--- src/rtl/uart_rx_core.sv ---
// Oversampled UART receive engine with start/data/parity/stop framing and a
// one-entry valid/ready holding register carrying per-frame error status.
module uart_rx_core #(
    parameter int DATA_BITS  = 8,
    parameter int OVERSAMPLE = 16,
    parameter int PARITY     = 0,
    parameter int STOP_BITS  = 1
) (
    input  logic                 clk,
    input  logic                 rst,
    input  logic                 tick,
    input  logic                 rx_in,
    output logic [DATA_BITS-1:0] data_out,
    output logic                 data_valid,
    input  logic                 data_ready,
    output logic                 framing_err,
    output logic                 parity_err,
    output logic                 overrun_err,
    output logic                 busy
);

    localparam int CW = $clog2(OVERSAMPLE);
    localparam int BW = $clog2(DATA_BITS);
    localparam logic [CW-1:0] CNT_LAST  = CW'(OVERSAMPLE - 1);
    localparam logic [CW-1:0] CNT_MID   = CW'(OVERSAMPLE / 2 - 1);
    localparam logic [BW-1:0] BIT_LAST  = BW'(DATA_BITS - 1);
    localparam logic          STOP_LAST = 1'(STOP_BITS - 1);

    typedef enum logic [2:0] {
        ST_IDLE,
        ST_START,
        ST_DATA,
        ST_PAR,
        ST_STOP
    } state_t;

    state_t               state;
    logic                 rx_meta;
    logic                 rx_s;
    logic                 rx_prev;
    logic [CW-1:0]        cnt;
    logic [CW-1:0]        cnt_next;
    logic [BW-1:0]        bit_idx;
    logic                 stop_idx;
    logic [DATA_BITS-1:0] shreg;
    logic                 fe_acc;
    logic                 pe_acc;
    logic                 frame_done;

    always_ff @(posedge clk or posedge rst) begin
        if (rst) begin
            rx_meta <= 1'b1;
            rx_s    <= 1'b1;
        end else begin
            rx_meta <= rx_in;
            rx_s    <= rx_meta;
        end
    end

    // Falling-edge reference: a start needs a high sample on an earlier tick.
    always_ff @(posedge clk or posedge rst) begin
        if (rst) begin
            rx_prev <= 1'b1;
        end else if (tick) begin
            rx_prev <= rx_s;
        end
    end

    always_comb begin
        cnt_next = (cnt == CNT_LAST) ? '0 : cnt + CW'(1);
    end

    // In DATA/PARITY/STOP every transition happens at CNT_LAST, so the wrap
    // to zero doubles as the counter clear on state entry.
    always_ff @(posedge clk or posedge rst) begin
        if (rst) begin
            state      <= ST_IDLE;
            cnt        <= '0;
            bit_idx    <= '0;
            stop_idx   <= 1'b0;
            shreg      <= '0;
            fe_acc     <= 1'b0;
            pe_acc     <= 1'b0;
            frame_done <= 1'b0;
            busy       <= 1'b0;
        end else begin
            frame_done <= 1'b0;
            if (tick) begin
                case (state)
                    ST_IDLE: begin
                        if (rx_prev && !rx_s) begin
                            state <= ST_START;
                            cnt   <= '0;
                            busy  <= 1'b1;
                        end
                    end
                    ST_START: begin
                        if (cnt == CNT_MID) begin
                            cnt <= '0;
                            if (!rx_s) begin
                                state   <= ST_DATA;
                                bit_idx <= '0;
                                fe_acc  <= 1'b0;
                                pe_acc  <= 1'b0;
                            end else begin
                                state <= ST_IDLE;
                                busy  <= 1'b0;
                            end
                        end else begin
                            cnt <= cnt_next;
                        end
                    end
                    ST_DATA: begin
                        cnt <= cnt_next;
                        if (cnt == CNT_LAST) begin
                            shreg <= {rx_s, shreg[DATA_BITS-1:1]};
                            if (bit_idx == BIT_LAST) begin
                                stop_idx <= 1'b0;
                                state    <= (PARITY != 0) ? ST_PAR : ST_STOP;
                            end else begin
                                bit_idx <= bit_idx + BW'(1);
                            end
                        end
                    end
                    ST_PAR: begin
                        cnt <= cnt_next;
                        if (cnt == CNT_LAST) begin
                            pe_acc   <= ((^shreg) ^ rx_s) != (PARITY == 2);
                            stop_idx <= 1'b0;
                            state    <= ST_STOP;
                        end
                    end
                    ST_STOP: begin
                        cnt <= cnt_next;
                        if (cnt == CNT_LAST) begin
                            if (!rx_s) begin
                                fe_acc <= 1'b1;
                            end
                            if (stop_idx == STOP_LAST) begin
                                state      <= ST_IDLE;
                                busy       <= 1'b0;
                                frame_done <= 1'b1;
                            end else begin
                                stop_idx <= stop_idx + 1'b1;
                            end
                        end
                    end
                    default: begin
                        state <= ST_IDLE;
                        busy  <= 1'b0;
                    end
                endcase
            end
        end
    end

    // A completing frame overwrites the holding register only if it is empty
    // or being consumed this cycle; otherwise the new frame is dropped.
    always_ff @(posedge clk or posedge rst) begin
        if (rst) begin
            data_out    <= '0;
            data_valid  <= 1'b0;
            framing_err <= 1'b0;
            parity_err  <= 1'b0;
            overrun_err <= 1'b0;
        end else begin
            overrun_err <= 1'b0;
            if (frame_done) begin
                if (!data_valid || data_ready) begin
                    data_out    <= shreg;
                    framing_err <= fe_acc;
                    parity_err  <= pe_acc;
                    data_valid  <= 1'b1;
                end else begin
                    overrun_err <= 1'b1;
                end
            end else if (data_valid && data_ready) begin
                data_valid <= 1'b0;
            end
        end
    end

endmodule

--- config.mk ---
export PLATFORM = sky130hd
export DESIGN_NAME = uart_rx_core
export DESIGN_NICKNAME = d
export VERILOG_FILES = /design/src/rtl/uart_rx_core.sv
export SDC_FILE = /design/constraint.sdc
export NUM_CORES = 1
export LEC_CHECK = 0
export CAP_MARGIN = 0
export CORE_ASPECT_RATIO = 1.4
export CORE_MARGIN = 2
export CORE_UTILIZATION = 56
export DETAILED_ROUTE_END_ITERATION = 8
export HOLD_SLACK_MARGIN = 0.08
export PLACE_DENSITY = 0.9
export SETUP_SLACK_MARGIN = 0.5
export SYNTH_ARGS = -nofsm -noshare
export SYNTH_HDL_FRONTEND = slang
export SYNTH_SLANG_ARGS = --single-unit
--- constraint.sdc ---
create_clock -name clk -period 2.2 [get_ports clk]
set_input_delay 0.44 -clock clk [delete_from_list [all_inputs] [get_ports clk]]
set_output_delay 0.44 -clock clk [all_outputs]
set_load 0.02 [all_outputs]
==> results.rst <==
.. list-table::
   :header-rows: 1

   * - Metric
     - Value
   * - Worst hold-check path type
     - register to register
   * - Critical path capture point type
     - register
   * - Worst-case clock skew
     - 0.00606 ns
   * - Lkg Pwr
     - 1.24 nW
   * - Number of H-tree branching levels
     - 2
   * - Area growth from synthesis to layout
     - 28.3%
   * - Peak clock frequency supported by timing
     - 570 MHz
   * - Full die area
     - 3690 um2
   * - Inserted Clock Buffers
     - 5
   * - Multi-input combinational cell area
     - 873 um2
   * - Number of placed instances with taps included
     - 197
   * - Clock latency reported for the late side of the worst-skew pair
     - 0.29 ns
   * - Gr usage total
     - 20.7%
   * - FF+latch count, synth
     - 37
   * - Outcome
     - finished clean
   * - Headroom to the max-slew limit
     - 61.5%
   * - Post-route fraction of the period consumed by the critical path
     - 79.7%
   * - Post-Syn Area per Cell
     - 12.4 um2
   * - Violation count after the first detailed-routing iteration
     - 30
   * - Number of top-level pins
     - 18
   * - Vias per std cell
     - 5.55
   * - Register-to-Register Path Depth
     - 5
   * - Number of enable-type register cells in the synthesized netlist
     - 0
   * - Mapped Nets
     - 153
   * - Die outline height
     - 71.1 um
   * - Count of fill cells added during filler insertion
     - 205
   * - Grt total ovfl
     - 0
   * - Max capacitance violation total
     - 0
   * - Port buffer count
     - 17
   * - Via count of the first global-routing pass
     - 1256
   * - Initial Utilization
     - 58.2%
   * - DRC violation count after routing
     - 0
   * - FF-to-FF Start
     - state[2]
   * - CTS Root Buffer Type
     - sky130_fd_sc_hd__clkbuf_8
   * - DRT antenna net count
     - 0
   * - Minimum clock period
     - 1.75 ns
   * - Yosys warning total
     - 0
   * - Critical path startpoint
     - state[2]
   * - Unrepaired setup endpoints after global routing
     - true
   * - Final Slew Violations
     - 0
   * - Chip Width
     - 51.9 um
   * - Worst slack, placed
     - 0.285 ns
   * - Ratio of cells with drive above 1 in the final layout
     - 36.8%
   * - Initial antenna violation count
     - 0
   * - Average detailed-routed wire length per instance
     - 16.3 um
   * - Number of buffers between clock root and the deepest sink
     - 2
   * - Global placement routability congestion
     - 0.870
   * - Num Clock Sinks
     - 37
   * - Total via count in the routed design
     - 1226
   * - Number of detailed-routing iterations run before antenna repair
     - 4
   * - Clock slew at the register clock pins of the worst setup and hold paths
     - 0.07 ns
   * - HPWL Detailed
     - 2250 um
   * - R2R setup slack
     - 0.45 ns
   * - Number of standard-cell rows in the floorplan
     - 24
   * - Worst Max-Slew Pin Slew
     - 0.577 ns
   * - Post-synth cell types
     - 48
   * - Portion of the post-synthesis area used by sequential elements
     - 51.7%
   * - Data arrival time of the critical path
     - 1.93 ns
   * - Number of endpoints failing setup at the final stage
     - 0
   * - Required time of the critical path
     - 2.38 ns
   * - Wire length of the first global-routing pass
     - 5600 um
   * - Sum of routed wire length over all layers
     - 3600 um
   * - Post-synth ARST share
     - 100%
   * - Total standard cell area after synthesis
     - 1800 um2
   * - Diodes inserted
     - 0
   * - Number of non-filler instances in the completed layout
     - 221
   * - Critical path class
     - register to register
   * - Most used flip-flop cell after synthesis
     - sky130_fd_sc_hd__dfrtp_1
   * - Worst supply voltage drop on vdd
     - 908 uV
   * - Worst reg2reg endpoint
     - state[2]
   * - Startpoint type of the worst setup path
     - register
   * - Sequential cell area
     - 933 um2
   * - Destination of the critical timing path
     - state[2]
   * - Final worst setup slack
     - 0.446 ns
   * - Endpoints failing hold
     - 0
   * - Pin count of the biggest net entering global routing
     - 25
   * - # nets final
     - 189
   * - Total power density per cell area
     - 912 nW/um2
   * - Setup Total Neg Slack
     - 0 ns
   * - Start point of the worst min-delay path
     - rx_meta
   * - Clock tree from TritonCTS
     - yes
   * - Crit path max fanout
     - 5
   * - Area of the core
     - 3090 um2
   * - Post-Synthesis Cells
     - 145
## power breakdown
group | internal (mW) | switching (mW) | total (mW) | leakage (nW)
logic | 0.387 | 0.370 | 0.757 | 0.708
clock network | 0.219 | 0.233 | 0.452 | 0.0450
registers | 0.770 | 0.126 | 0.896 | 0.490
## layout by cell type (no fill, tap or decap), drive strengths merged, types with 2 or more instances in the layout
| cell | count |
|---|---|
| a21oi | 3 |
| buf | 17 |
| clkbuf | 6 |
| clkdlybuf4s50 | 4 |
| clkinv | 2 |
| dfrtp | 34 |
| dfstp | 3 |
| dlygate4sd2 | 2 |
| dlymetal6s2s | 11 |
| ha | 3 |
| inv | 10 |
| mux2 | 22 |
| mux2i | 3 |
| nand2 | 9 |
| nand2b | 4 |
| nand3 | 2 |
| nor2 | 6 |
| nor2b | 2 |
| nor3 | 2 |
| nor3b | 2 |
| o211ai | 2 |
| o21ai | 5 |
| o31ai | 2 |
| or3b | 2 |
| xnor2 | 6 |
## registers in the layout, summed over array words and instances (netlist names)
signal	cells
overrun_err	1
rx_meta	1
pe_acc	1
framing_err	1
shreg	8
cnt	4
rx_prev	1
parity_err	1
state	3
rx_s	1
data_out	8
fe_acc	1
busy	1
frame_done	1
bit_idx	3
data_valid	1
## critical path, cell delays in order (launching register included)
cell and delay (ns):
sky130_fd_sc_hd__dfrtp_2 0.43, sky130_fd_sc_hd__buf_4 0.17, sky130_fd_sc_hd__nand2b_1 0.26, sky130_fd_sc_hd__o31a_1 0.39, sky130_fd_sc_hd__nand3_4 0.11, sky130_fd_sc_hd__mux2_4 0.30
## repair_timing
action                                  4_1_cts  5_1_grt
hold buffers                                  0        0
endpoints found under the setup margin       16       28
setup buffers                                 6       10
resized for setup                             8       19
cloned                                        0        0
pin swaps                                     3        6
## worst min path at each step
stage	endpoint	slack [ns]	cells after the start
after floorplan	rx_s	0.35	0
after global routing	rx_s	0.37	0
after CTS	rx_s	0.37	0
after global placement	rx_s	0.35	0
after detailed placement	rx_s	0.35	0
final	rx_s	0.37	0
## cells by family (layout without fill, tap and decap cells)
kind of cell,Yosys count,after routing,share of synthesized area (%)
compound gates,23,23,9.39
mux,25,25,15.9
flops,37,37,51.7
fa+ha+maj,3,3,2.09
xor+xnor,7,7,4.17
simple gates,35,35,12.9
buf+inv,15,52,3.96
## synthesized netlist by cell type (all sizes together), types with 2 or more instances
cell / count / share of area, %
mux2: 22 / 14
ha: 3 / 2.1
or3b: 2 / 1.1
o21ai: 5 / 1.4
o211ai: 2 / 1.1
nand2b: 4 / 1.4
o31ai: 2 / 0.83
nor3b: 2 / 0.83
inv: 10 / 2.1
xnor2: 6 / 2.9
nor2: 6 / 1.8
dfrtp: 34 / 47
nand2: 9 / 1.9
mux2i: 3 / 1.7
nor2b: 2 / 0.70
dfstp: 3 / 4.4
buf: 5 / 1.9
a21oi: 3 / 0.83
nor3: 2 / 0.83
nand3: 2 / 1.3
## through the flow
stage	util (%)	area, um2	total power [mW]	hold slack [ns]
floorplan	-	1810	1.32	0.345
global placement	65.2	2020	1.40	0.349
detailed placement	65.2	2020	1.43	0.355
CTS	70.2	2170	1.98	0.375
global route	74.6	2310	2.22	0.373
finish	74.6	2310	2.11	0.370
## metal layers
layer,GRT usage (%),vias up,part of all wire (%)
li1,-,581,-
met1,22.7,604,40
met2,35.4,32,52
met3,5.91,9,4.2
met4,10.2,0,3.2
met5,0,-,0
## area by class of cell
class	count	area share (%)
multi-input cells	93	37.8
inverters	10	1.63
clock inverters	2	0.434
clock buffers	6	3.14
flip-flops and latches	37	40.4
well taps	39	2.11
repair buffers	34	14.4
(Power assumes the default switching activity.)
